--- config.mk ---
export PLATFORM = sky130hd
export DESIGN_NAME = alu_exec_stage
export DESIGN_NICKNAME = d
export VERILOG_FILES = /design/src/rtl/alu_exec_pkg.sv /design/src/rtl/alu_exec_stage_mul.sv /design/src/rtl/alu_exec_stage.sv
export SDC_FILE = /design/constraint.sdc
export NUM_CORES = 1
export LEC_CHECK = 0
export CAP_MARGIN = 20
export CORE_MARGIN = 5
export CORE_UTILIZATION = 50
export DETAILED_ROUTE_END_ITERATION = 6
export PLACE_DENSITY = 0.74
export SLEW_MARGIN = 15
export SYNTH_ARGS = -nofsm -noshare
export SYNTH_HDL_FRONTEND = slang
export SYNTH_HIERARCHICAL = 1
export SYNTH_SLANG_ARGS = --single-unit
--- constraint.sdc ---
create_clock -name clock -period 5 [get_ports clock]
set_input_delay 1.25 -clock clock [delete_from_list [all_inputs] [get_ports clock]]
set_output_delay 1.25 -clock clock [all_outputs]
set_load 0.01 [all_outputs]
--- src/rtl/alu_exec_pkg.sv ---
// Shared types and defaults for the execute/write-back stage.
package alu_exec_pkg;

  localparam int unsigned W_DEFAULT          = 32;
  localparam int unsigned MUL_CYCLES_DEFAULT = 32;

  typedef enum logic [2:0] {
    OP_ADD  = 3'b000,
    OP_SUB  = 3'b001,
    OP_AND  = 3'b010,
    OP_OR   = 3'b011,
    OP_SLT  = 3'b100,
    OP_MUL  = 3'b101,
    OP_RSV6 = 3'b110,
    OP_RSV7 = 3'b111
  } op_e;

  typedef enum logic [1:0] {
    S_IDLE,
    S_READ,
    S_EXEC,
    S_WRITE
  } state_e;

  function automatic logic op_reserved(input op_e op);
    return (op == OP_RSV6) || (op == OP_RSV7);
  endfunction

endpackage

--- src/rtl/alu_exec_stage_mul.sv ---
// Iterative unsigned shift-add multiplier, low W bits of the product.
module mul_shift_add
  import alu_exec_pkg::*;
#(
  parameter int unsigned W          = W_DEFAULT,
  parameter int unsigned MUL_CYCLES = MUL_CYCLES_DEFAULT
) (
  input  logic         clock,
  input  logic         reset,
  input  logic         start,
  input  logic [W-1:0] a,
  input  logic [W-1:0] b,
  output logic         busy,
  output logic [W-1:0] product
);

  localparam int unsigned CW = (MUL_CYCLES > 1) ? $clog2(MUL_CYCLES) : 1;

  logic [CW-1:0] cnt_q;
  logic [W-1:0]  acc_q;
  logic [W-1:0]  mcand_q;
  logic [W-1:0]  mplier_q;

  // The load edge also accumulates partial product 0, so the remaining
  // MUL_CYCLES-1 iterations run while the counter is non-zero.
  always_ff @(posedge clock or negedge reset) begin
    if (!reset) begin
      cnt_q    <= '0;
      acc_q    <= '0;
      mcand_q  <= '0;
      mplier_q <= '0;
    end else if (start) begin
      acc_q    <= b[0] ? a : '0;
      mcand_q  <= a << 1;
      mplier_q <= b >> 1;
      cnt_q    <= CW'(MUL_CYCLES - 1);
    end else if (cnt_q != '0) begin
      if (mplier_q[0]) acc_q <= acc_q + mcand_q;
      mcand_q  <= mcand_q << 1;
      mplier_q <= mplier_q >> 1;
      cnt_q    <= cnt_q - CW'(1);
    end
  end

  assign busy    = (cnt_q != '0);
  assign product = acc_q;

endmodule

--- src/rtl/alu_exec_stage.sv ---
// Execute/write-back stage: reads two registers, runs ALU or multiply,
// writes the result back through a negedge-timed register-file write port.
module alu_exec_stage
  import alu_exec_pkg::*;
#(
  parameter int unsigned W          = W_DEFAULT,
  parameter int unsigned MUL_CYCLES = MUL_CYCLES_DEFAULT
) (
  input  logic         clock,
  input  logic         reset,
  input  logic         inst_valid,
  output logic         inst_ready,
  input  logic [2:0]   inst_op,
  input  logic [1:0]   inst_rs,
  input  logic [1:0]   inst_rt,
  input  logic [1:0]   inst_rd,
  output logic [1:0]   readReg1,
  output logic [1:0]   readReg2,
  input  logic [W-1:0] readData1,
  input  logic [W-1:0] readData2,
  output logic [1:0]   writeRegNo,
  output logic [W-1:0] writeData,
  output logic         regWrite,
  output logic         done,
  output logic         err,
  output logic [W-1:0] result
);

  state_e       state_q, state_d;
  op_e          op_q;
  logic [1:0]   rd_q;
  logic [W-1:0] a_q, b_q, res_q, alu_y;
  logic         mul_started_q;
  logic         accept, mul_start, load_res, fin_ok, fin_err;
  logic         mul_busy;
  logic [W-1:0] mul_prod;

  mul_shift_add #(
    .W          (W),
    .MUL_CYCLES (MUL_CYCLES)
  ) u_mul (
    .clock   (clock),
    .reset   (reset),
    .start   (mul_start),
    .a       (a_q),
    .b       (b_q),
    .busy    (mul_busy),
    .product (mul_prod)
  );

  assign inst_ready = (state_q == S_IDLE);

  always_ff @(posedge clock or negedge reset) begin
    if (!reset) state_q <= S_IDLE;
    else        state_q <= state_d;
  end

  always_comb begin
    state_d   = state_q;
    accept    = 1'b0;
    mul_start = 1'b0;
    load_res  = 1'b0;
    fin_ok    = 1'b0;
    fin_err   = 1'b0;
    case (state_q)
      S_IDLE: begin
        if (inst_valid) begin
          accept  = 1'b1;
          state_d = S_READ;
        end
      end
      S_READ: state_d = S_EXEC;
      S_EXEC: begin
        if (op_reserved(op_q)) begin
          fin_err = 1'b1;
          state_d = S_IDLE;
        end else if (op_q == OP_MUL) begin
          if (!mul_started_q) begin
            mul_start = 1'b1;
          end else if (!mul_busy) begin
            load_res = 1'b1;
            state_d  = S_WRITE;
          end
        end else begin
          load_res = 1'b1;
          state_d  = S_WRITE;
        end
      end
      S_WRITE: begin
        fin_ok  = 1'b1;
        state_d = S_IDLE;
      end
      default: state_d = S_IDLE;
    endcase
  end

  always_comb begin
    alu_y = '0;
    case (op_q)
      OP_ADD:  alu_y = a_q + b_q;
      OP_SUB:  alu_y = a_q - b_q;
      OP_AND:  alu_y = a_q & b_q;
      OP_OR:   alu_y = a_q | b_q;
      OP_SLT:  alu_y = {{(W-1){1'b0}}, ($signed(a_q) < $signed(b_q))};
      default: alu_y = '0;
    endcase
  end

  always_ff @(posedge clock or negedge reset) begin
    if (!reset) begin
      op_q          <= OP_ADD;
      rd_q          <= '0;
      readReg1      <= '0;
      readReg2      <= '0;
      a_q           <= '0;
      b_q           <= '0;
      res_q         <= '0;
      result        <= '0;
      done          <= 1'b0;
      err           <= 1'b0;
      mul_started_q <= 1'b0;
    end else begin
      done <= fin_ok | fin_err;
      err  <= fin_err;
      if (accept) begin
        op_q     <= op_e'(inst_op);
        rd_q     <= inst_rd;
        readReg1 <= inst_rs;
        readReg2 <= inst_rt;
      end
      if (state_q == S_READ) begin
        a_q <= readData1;
        b_q <= readData2;
      end
      if (mul_start)              mul_started_q <= 1'b1;
      else if (state_q != S_EXEC) mul_started_q <= 1'b0;
      if (load_res) res_q <= (op_q == OP_MUL) ? mul_prod : alu_y;
      if (fin_ok)   result <= res_q;
    end
  end

  // Both regWrite transitions happen while clock is low, so the file's
  // gated write clock sees exactly the posedge that ends WRITE.
  always_ff @(negedge clock or negedge reset) begin
    if (!reset) begin
      regWrite   <= 1'b0;
      writeRegNo <= '0;
      writeData  <= '0;
    end else begin
      regWrite <= (state_q == S_WRITE);
      if (state_q == S_WRITE) begin
        writeRegNo <= rd_q;
        writeData  <= res_q;
      end
    end
  end

endmodule

==> results of run 1 <==
-- power groups by stage --
stage | logic [mW] | registers (mW) | clock network (mW)
final | 8.95 | 4.12 | 2.19
after global routing | 9.88 | 4.24 | 2.30
after CTS | 8.82 | 4.10 | 2.24
after detailed placement | 8.84 | 4.14 | 0
after global placement | 8.74 | 4.08 | 0
after floorplan | 6.07 | 3.96 | 0
-- final cells by class --
cell class / instances / area [µm²] / share of cell area, %
tap: 455 / 569 / 2.84
timing repair buffer: 173 / 1660 / 8.29
inverter: 115 / 432 / 2.15
multi-input combinational: 1507 / 9500 / 47.4
clock inverter: 14 / 124 / 0.618
clock buffer: 42 / 857 / 4.27
sequential: 276 / 6910 / 34.4
-- registers in the layout, summed over array words and instances (netlist names), 2 cells and up --
| signal | count |
|---|---|
| a_q | 32 |
| b_q | 32 |
| op_q | 3 |
| rd_q | 2 |
| readReg1 | 2 |
| readReg2 | 2 |
| res_q | 32 |
| result | 32 |
| state_q | 2 |
| u_mul/cnt_q | 5 |
| u_mul/mcand_q | 31 |
| u_mul/mplier_q | 31 |
| u_mul/product | 32 |
| writeData | 32 |
| writeRegNo | 2 |
-- logic make-up after synthesis --
| logic type | after synthesis |
|---|---|
| AOI/OAI and AO/OA | 588 |
| buffers and inverters | 229 |
| DFF | 276 |
| and+or+nand+nor | 635 |
| adders and majority gates | 146 |
| xor gates and xnor gates | 58 |
| muxes | 80 |
-- per-layer routing --
metal	vias to the layer above	wire, µm	part of all wire (%)
met5	-	0	0
met4	0	1140	2.3
met1	7284	23100	46
met3	80	4360	8.7
li1	7187	-	-
met2	578	21300	43
-- cell usage in the layout (no fill, tap or decap), types with 6 or more instances in the layout --
cell type          n
nand3_1           14
nand4_1           12
clkdlybuf4s50_1  113
clkbuf_16         31
o211ai_1           9
a31oi_1           21
o21a_1            15
xnor2_1           48
o31ai_1           16
clkbuf_1           7
inv_1            112
nand2b_1          17
nor2b_1            8
xor2_1            10
o21bai_1          16
o22ai_1            9
buf_4             22
clkinv_2           7
a211oi_1          18
ha_1             143
nor4_1            12
a22oi_1           10
a21oi_1          155
mux2_2             8
nor3_1            14
nor2_1           134
and3_1             7
o21ai_1            8
and2_1             6
nand2_1          389
a221oi_1           7
a222oi_1          21
clkdlybuf4s15_1   19
dlygate4sd2_1     11
mux2i_1           71
dfrtn_1           35
dfrtp_1          240
a21o_1            13
o21ai_0          212
-- worst register-to-register path, delay by kind of cell, from the launching register on --
| kind | cells | cell delay [ns] |
|---|---|---|
| flops | 1 | 0.46 |
| fa+ha+maj | 2 | 0.69 |
| simple gates | 2 | 0.50 |
| compound gates | 8 | 2.64 |
-- timing repair --
item,4_1_cts,5_1_grt
pin swaps,0,0
hold endpoints to repair,0,0
setup endpoints to repair,35,14
hold buffers,0,0
resized for setup,48,16
-- through the flow --
step	hold WS [ns]	setup WS, ns	std cells	utilization, %	area (µm²)
after floorplan	0.450	0.823	2012	-	17300
after global placement	0.420	0.330	2526	55.7	19100
after detailed placement	0.422	0.316	2526	55.7	19100
after CTS	0.419	0.00000533	2582	58.5	20100
after global routing	0.430	0.00260	2582	58.5	20100
final	0.411	0.0339	2582	58.5	20100
-- how the worst max path moves through the flow --
stage                         startpoint            end  slack, ns  depth (start not counted)
5_1_grt         writeData[5]$_DFFE_NN0P_   writeData[5]      0.003                          1
4_1_cts         writeData[8]$_DFFE_NN0P_   writeData[8]   0.000005                          1
2_1_floorplan   writeData[0]$_DFFE_NN0P_   writeData[0]       0.82                          0
3_5_place_dp   writeRegNo[0]$_DFFE_NN0P_  writeRegNo[0]       0.32                          1
3_3_place_gp    writeData[4]$_DFFE_NN0P_   writeData[4]       0.33                          1
6_report       writeData[22]$_DFFE_NN0P_  writeData[22]       0.03                          1
==> results.sh, run 1 <==
export IMPL_outcome="completed"
export IMPL_power_density_nw_per_um2=761
export IMPL_overflow=0
export IMPL_seqPwrFrac_pct=27.0
export IMPL_path_cells="dlygate4sd2_1"
export IMPL_clk_pin_slew_ns=0.05
export IMPL_start_util_pct=50.3
export IMPL_p_clk_share_pct=14.3
export IMPL_synth_area_um2=17300
export IMPL_slew_violations=0
export IMPL_grtUsageMet3_pct=4.45
export IMPL_gr_usage_met1_pct=38.9
export IMPL_route_detailed_drc=0
export IMPL_yosys_area_share_adder_pct=10.7
export IMPL_p_switching_mw=7.37
export IMPL_die_w_um=196
export IMPL_ys_seq_area_share_pct=40.0
export IMPL_rsz0062_at_grt="no"
export IMPL_min_path_cells=2
export IMPL_path_max_fanout=2
export IMPL_synthArstFlopShare_pct=100
export IMPL_coreArea_um2=34300
export IMPL_ant_nets=0
export IMPL_synth_simple_area_share_pct=15.4
export IMPL_slew_limit_headroom_pct=34.0
export IMPL_worst_skew_pair_late_latency_ns=0.58
export IMPL_synth_top_area_share_pct=34.9
export IMPL_fin_skew_ns=0.0360
export IMPL_path_class="reg -> out"
export IMPL_path_delay_family="flip-flops"
export IMPL_yosysMostFrequentCell="nand2_1"
export IMPL_critPathSlowestCell="dfrtn_1"
export IMPL_power_share_switching_pct=48.3
export IMPL_setup_viol=0
export IMPL_ys_seq_elements=276
export IMPL_p_int_mw=7.88
export IMPL_cts_buffers=30
export IMPL_gp_congestion=0.970
export IMPL_h_tree_depth=1
export IMPL_arrival_ns=3.72
export IMPL_ys_top_cells_by_area="dfrtp_1, ha_1, nand2_1"
export IMPL_pin_count=150
export IMPL_chipHeight_um=196
export IMPL_worst_pin_slew_ns=0.985
export IMPL_r2r_start="b_q[0]$_DFFE_PN0N_"
export IMPL_dp_hpwl_um=37200
export IMPL_critical_path_required_ns=3.75
export IMPL_area_delta_synth_final_pct=16.2
export IMPL_grt_pass1_wl_um=80000
export IMPL_hold_class="reg -> reg"
export IMPL_endpoint_kind="primary output"
export IMPL_cts_tree="yes"
export IMPL_min_from="writeRegNo[1]$_DFFE_NN0P_"
export IMPL_synth_top_family_by_area="compound AO/OA/AOI/OAI gates"
export IMPL_grtUsageTotal_pct=25.5
export IMPL_clockBufferDepth=3
export IMPL_synth_mux_area_share_pct=4.77
export IMPL_nFillCells=3043
export IMPL_synth_edf_count=0
export IMPL_leakagePower_nw=9.05
export IMPL_p_total_mw=15.3
export IMPL_tns_ns=0
export IMPL_post_cts_setup_buffer_count=0
export IMPL_cp_start_kind="flip-flop"
export IMPL_yosys_cell_types_count=83
export IMPL_ir_drop_mv=0.317
export IMPL_grt_max_degree=151
export IMPL_synth_compound_area_share_pct=21.1
export IMPL_ys_top_cells_by_count="nand2_1, dfrtp_1, o21ai_0"
export IMPL_cts_root_buf="clkbuf_16"
export IMPL_synth_net_count=2234
export IMPL_hold_violations=0
export IMPL_dr_pass1_iters=6
export IMPL_cap_violations=0
export IMPL_avgViaCountPerCell=5.86
export IMPL_rrSetupSlack_ns=0.55
export IMPL_grt_met2_usage_pct=37.7
export IMPL_die_area_um2=38300
export IMPL_avgRoutedWirePerCell_um=19.3
export IMPL_ys_warnings_count=6
export IMPL_port_buffers=149
export IMPL_synth_ff_type="dfrtp_1"
export IMPL_combPwrFrac_pct=58.7
export IMPL_timing_rr_end="res_q[30]$_DFFE_PN0P_"
export IMPL_drive_above_1_share_pct=5.41
export IMPL_slowest_delay_ns=0.40
export IMPL_syn_avg_cell_area_um2=8.58
export IMPL_whs_endpoint="writeRegNo[1]$_DFFE_NN0P_"
export IMPL_crit_buf_inv=1
export IMPL_wl_um=49900
export IMPL_antenna_found_initial=0
export IMPL_fp_row_count=68
export IMPL_dr_first_iter_drc_count=1457
export IMPL_grt_pass1_vias=14500
export IMPL_synth_cells=2012
export IMPL_r2r_cells=12
export IMPL_top_usage_layer="met1"
export IMPL_vias=15100
export IMPL_synth_xor_area_share_pct=2.94
export IMPL_clock_sinks=276
export IMPL_diodes=0
export IMPL_netlist_top_cell_by_area="dfrtp_1"
export IMPL_nNetsFinal=2325
(Power assumes the default switching activity.)
==> inputs of run 2 (changes only) <==
- CAP_MARGIN: 20 -> not set
- RECOVER_POWER: not set -> 100
==> run 2 against run 1 <==
Against the previous run: worst setup slack improved by 0.00062 ns; highest routed layer unchanged; clock power about the same; the run now ends with design-rule violations, max-capacitance violations, max-slew violations left; critical path type unchanged; wire length is 0.23% higher; die area did not move.
==> results.sh, run 2 (synthesis gave the netlist of run 1 again) <==
export IMPL_final_common_cell="nand2_1"
export IMPL_die_area_um2=38300
export IMPL_p_int_mw=7.79
export IMPL_grtUsageTotal_pct=25.5
export IMPL_dr_first_iter_drc_count=1397
export IMPL_setup_viol=0
export IMPL_clockBufferDepth=3
export IMPL_nFillCells=3073
export IMPL_start_util_pct=50.3
export IMPL_overflow=0
export IMPL_worst_pin_slew_ns=2.41
export IMPL_drive_above_1_share_pct=4.33
export IMPL_crit_buf_inv=1
export IMPL_nNetsFinal=2325
export IMPL_port_buffers=149
export IMPL_cp_start_kind="flip-flop"
export IMPL_endpoint_kind="primary output"
export IMPL_area_delta_synth_final_pct=15.5
export IMPL_fin_skew_ns=0.0379
export IMPL_combPwrFrac_pct=58.4
export IMPL_hold_class="reg -> reg"
export IMPL_path_class="reg -> out"
export IMPL_die_w_um=196
export IMPL_register_area_um2=6910
export IMPL_rsz0062_at_grt="no"
export IMPL_cap_violations=9
export IMPL_slowest_delay_ns=0.39
export IMPL_avgRoutedWirePerCell_um=19.4
export IMPL_cts_tree="yes"
export IMPL_slew_violations=412
export IMPL_h_tree_depth=1
export IMPL_p_clk_share_pct=14.4
export IMPL_pin_count=150
export IMPL_chipHeight_um=196
export IMPL_power_density_nw_per_um2=759
export IMPL_ant_nets=0
export IMPL_r2r_cells=12
export IMPL_grt_pass1_vias=14500
export IMPL_hold_violations=0
export IMPL_multi_input_area_um2=9450
export IMPL_critical_path_required_ns=3.75
export IMPL_avgViaCountPerCell=5.88
export IMPL_ir_drop_mv=0.316
export IMPL_leakagePower_nw=9.04
export IMPL_arrival_ns=3.72
export IMPL_grt_max_degree=151
export IMPL_antenna_found_initial=0
export IMPL_cp_depth=1
export IMPL_grt_pass1_wl_um=80000
export IMPL_tns_ns=0
export IMPL_seqPwrFrac_pct=27.1
export IMPL_slew_limit_headroom_pct=-60.5
export IMPL_outcome="finished, violations left"
export IMPL_fp_row_count=68
export IMPL_path_delay_family="flip-flops"
export IMPL_dr_pass1_iters=7
export IMPL_gp_congestion=0.970
export IMPL_power_share_switching_pct=48.5
export IMPL_clock_sinks=276
export IMPL_worst_skew_pair_late_latency_ns=0.58
export IMPL_critPathSlowestCell="dfrtn_1"
export IMPL_min_path_cells=2
export IMPL_cts_buffers=30
export IMPL_cts_hold_buf=0
export IMPL_wl_um=50100
export IMPL_cts_root_buf="clkbuf_16"
export IMPL_final_cell_mix="nand2_1, dfrtp_1, o21ai_0"
export IMPL_coreArea_um2=34300
export IMPL_clk_pin_slew_ns=0.05
export IMPL_p_switching_mw=7.34
export IMPL_fin_util_pct=58.1
export IMPL_path_cells="dlygate4sd2_1"
export IMPL_dp_hpwl_um=37200
export IMPL_vias=15200
export IMPL_diodes=0
export IMPL_violations="design-rule violations, max-capacitance violations, max-slew violations"
export IMPL_route_detailed_drc=3
export IMPL_path_max_fanout=2
run 2: cell types whose count changed in the layout (fill, tap and decap cells not counted), sizes merged:
cell / delta
clkdlybuf4s50: -40
dlygate4sd3: +40
buf: -15
clkbuf: +15
run 2: power groups by stage:
stage | sequential, mW | clock, mW | combinational [mW]
global placement | 4.08 | 0 | 8.74
global route | 4.23 | 2.30 | 9.75
finish | 4.10 | 2.18 | 8.84
floorplan | 3.96 | 0 | 6.07
detailed placement | 4.14 | 0 | 8.84
CTS | 4.10 | 2.24 | 8.82
run 2: timing repair:
action / in CTS / in global routing
buffers inserted: 0 / 0
cloned: 0 / 0
pin swaps: 0 / 0
resized for setup: 48 / 16
setup endpoints to repair: 35 / 14
run 2: through the flow:
step                instance area (µm²)  std cells  power, mW  setup WS, ns  hold WS, ns
floorplan                         17300       2012       10.0         0.823        0.450
global placement                  19100       2526       12.8         0.330        0.420
detailed placement                19100       2526       13.0         0.316        0.422
CTS                               20100       2582       15.2    0.00000533        0.419
global route                      19900       2582       16.3       0.00260        0.430
finish                            19900       2582       15.1        0.0345        0.410
run 2: final timing paths:
check,from,to,slack [ns]
max in group asynchronous,reset,a_q[25]$_DFFE_PN0N_,1.16
worst min-delay path,writeRegNo[1]$_DFFE_NN0P_,writeRegNo[1]$_DFFE_NN0P_,0.41
worst max-delay path,writeData[25]$_DFFE_NN0P_,writeData[25],0.03
worst min register to register,writeRegNo[1]$_DFFE_NN0P_,writeRegNo[1]$_DFFE_NN0P_,0.41
min in group asynchronous,reset,res_q[5]$_DFFE_PN0P_,0.60
worst max register to register,b_q[0]$_DFFE_PN0N_,res_q[20]$_DFFE_PN0P_,0.34
run 2: routing by layer:
metal,wire [µm],GRT usage [%]
met2,21400,37.7
met3,4310,4.45
met4,1200,6.75
met1,23200,38.9
met5,0,0
run 2: layout make-up:
type / count / share of cell area, %
Multi-Input combinational cell: 1507 / 47.4
Sequential cell: 276 / 34.7
Timing Repair Buffer: 173 / 7.99
Clock buffer: 42 / 4.30
Tap cell: 455 / 2.86
Inverter: 115 / 2.17
Clock inverter: 14 / 0.621
==> inputs of run 3 (changes only) <==
- clock period: 5 -> 6 ns (I/O delays scaled with it)
==> run 3 against run 2 <==
Against the previous run: the run ends with max-capacitance violations, max-slew violations left; cell area rose by 0.64%; non-clock buffer count down 1; clock skew shrank 0.018 ns; combinational power is 17% lower; flip-flop and latch count did not move; clock power down 8%; via count shrank 0.51%; cell count barely moved; worst setup slack improved by 0.0021 ns; first-iteration DRC count is essentially flat; global-route usage is essentially flat; critical path type unchanged; largest power group unchanged.
==> results.sh, run 3 (synthesis gave the netlist of run 1 again) <==
export IMPL_min_path_cells=2
export IMPL_start_util_pct=50.3
export IMPL_avgRoutedWirePerCell_um=19.5
export IMPL_dr_first_iter_drc_count=1398
export IMPL_slowest_delay_ns=0.53
export IMPL_ir_drop_mv=0.301
export IMPL_arrival_ns=4.46
export IMPL_ant_nets=0
export IMPL_path_max_fanout=1
export IMPL_avgViaCountPerCell=5.84
export IMPL_design_area_um2=20100
export IMPL_wl_um=50500
export IMPL_cts_tree="yes"
export IMPL_critical_path_required_ns=4.50
export IMPL_hold_violations=0
export IMPL_rsz0062_at_grt="no"
export IMPL_port_buffers=149
export IMPL_worst_skew_pair_late_latency_ns=0.58
export IMPL_drive_above_1_share_pct=4.61
export IMPL_grtUsageMet3_pct=3.55
export IMPL_slew_violations=581
export IMPL_overflow=0
export IMPL_setup_viol=0
export IMPL_grtUsageTotal_pct=25.6
export IMPL_diodes=0
export IMPL_chipHeight_um=196
export IMPL_clockBufferDepth=3
export IMPL_endpoint_kind="primary output"
export IMPL_setup_ws_ns=0.0366
export IMPL_violations="max-capacitance violations, max-slew violations"
export IMPL_coreArea_um2=34300
export IMPL_die_area_um2=38300
export IMPL_clk_pin_slew_ns=0.04
export IMPL_grt_pass1_wl_um=80200
export IMPL_cap_violations=9
export IMPL_critPathSlowestCell="clkdlybuf4s50_1"
export IMPL_r2r_cells=8
export IMPL_timing_rr_end="u_mul/product[24]$_DFFE_PN0P_"
export IMPL_cts_hold_buf=0
export IMPL_final_cell_mix="nand2_1, dfrtp_1, o21ai_0"
export IMPL_grt_met2_usage_pct=38.5
export IMPL_dp_hpwl_um=37200
export IMPL_gp_congestion=0.921
export IMPL_slew_limit_headroom_pct=-83.7
export IMPL_fin_util_pct=58.5
export IMPL_power_density_nw_per_um2=640
export IMPL_path_delay_family="buffers and inverters"
export IMPL_area_delta_synth_final_pct=16.2
export IMPL_outcome="finished, violations left"
export IMPL_dr_pass1_iters=7
export IMPL_grt_max_degree=151
export IMPL_grt_pass1_vias=14500
export IMPL_top_usage_layer="met1"
export IMPL_cp_start_kind="flip-flop"
export IMPL_worst_pin_slew_ns=2.75
export IMPL_vias=15100
export IMPL_cts_root_buf="clkbuf_16"
export IMPL_clock_sinks=276
export IMPL_leakagePower_nw=9.18
export IMPL_whs_endpoint="writeData[21]$_DFFE_NN0P_"
export IMPL_rrSetupSlack_ns=0.53
export IMPL_gr_usage_met1_pct=39.0
export IMPL_h_tree_depth=1
export IMPL_final_common_cell="nand2_1"
export IMPL_min_from="writeData[21]$_DFFE_NN0P_"
export IMPL_pre_cts_slack_ns=0.549
export IMPL_post_cts_setup_buffer_count=0
export IMPL_path_cells="clkdlybuf4s50_1"
export IMPL_hold_class="reg -> reg"
export IMPL_route_detailed_drc=0
export IMPL_r2r_start="op_q[0]$_DFFE_PN0P_"
export IMPL_nNetsFinal=2325
export IMPL_crit_buf_inv=1
export IMPL_hold_ws_ns=0.414
export IMPL_cts_resized=34
export IMPL_post_dp_cell_area_um2=19100
export IMPL_fp_row_count=68
export IMPL_tns_ns=0
export IMPL_path_class="reg -> out"
export IMPL_fin_skew_ns=0.0197
export IMPL_cts_buffers=31
export IMPL_pin_count=150
export IMPL_die_w_um=196
export IMPL_antenna_found_initial=0
==> run 3: cell types whose count changed in the layout (fill, tap and decap cells not counted), moves of 2 or more <==
cell,previous run,this run
clkbuf_8,4,7
dlygate4sd3_1,40,50
dlygate4sd2_1,11,34
clkdlybuf4s15_1,19,0
buf_4,8,12
clkbuf_2,4,2
clkbuf_16,31,34
clkbuf_1,23,12
clkinv_4,2,0
clkdlybuf4s50_1,73,64
==> run 3: worst max-delay path by stage <==
stage	start	endpoint	slack, ns	cells past startpoint
CTS	regWrite$_DFF_NN0_	regWrite	0.01	1
global placement	writeData[30]$_DFFE_NN0P_	writeData[30]	0.58	1
global route	regWrite$_DFF_NN0_	regWrite	0.02	1
finish	regWrite$_DFF_NN0_	regWrite	0.04	1
detailed placement	writeData[17]$_DFFE_NN0P_	writeData[17]	0.55	1
floorplan	writeData[0]$_DFFE_NN0P_	writeData[0]	1.07	0
==> run 3: cell type report <==
cell class / count / area (µm²)
Clock buffer: 44 / 958
Clock inverter: 14 / 141
Fill cell: 3073 / 14200
Inverter: 115 / 432
Multi-Input combinational cell: 1507 / 9470
Sequential cell: 276 / 6910
Tap cell: 455 / 569
Timing Repair Buffer: 172 / 1590
==> run 3: per-stage QoR <==
step	std cells	power, mW
floorplan	2012	8.36
global placement	2525	10.7
detailed placement	2525	10.8
CTS	2583	12.8
global route	2583	13.8
finish	2583	12.8
==> run 3: where the power goes <==
part | switching [mW] | internal, mW
Combinational | 4.56 | 2.77
Clock | 0.808 | 1.20
Sequential | 0.813 | 2.68
==> run 3: layer usage <==
metal | routed length (µm) | part of all wire [%]
met1 | 23900 | 47
met4 | 1260 | 2.5
met5 | 0 | 0
met3 | 3860 | 7.6
met2 | 21500 | 43
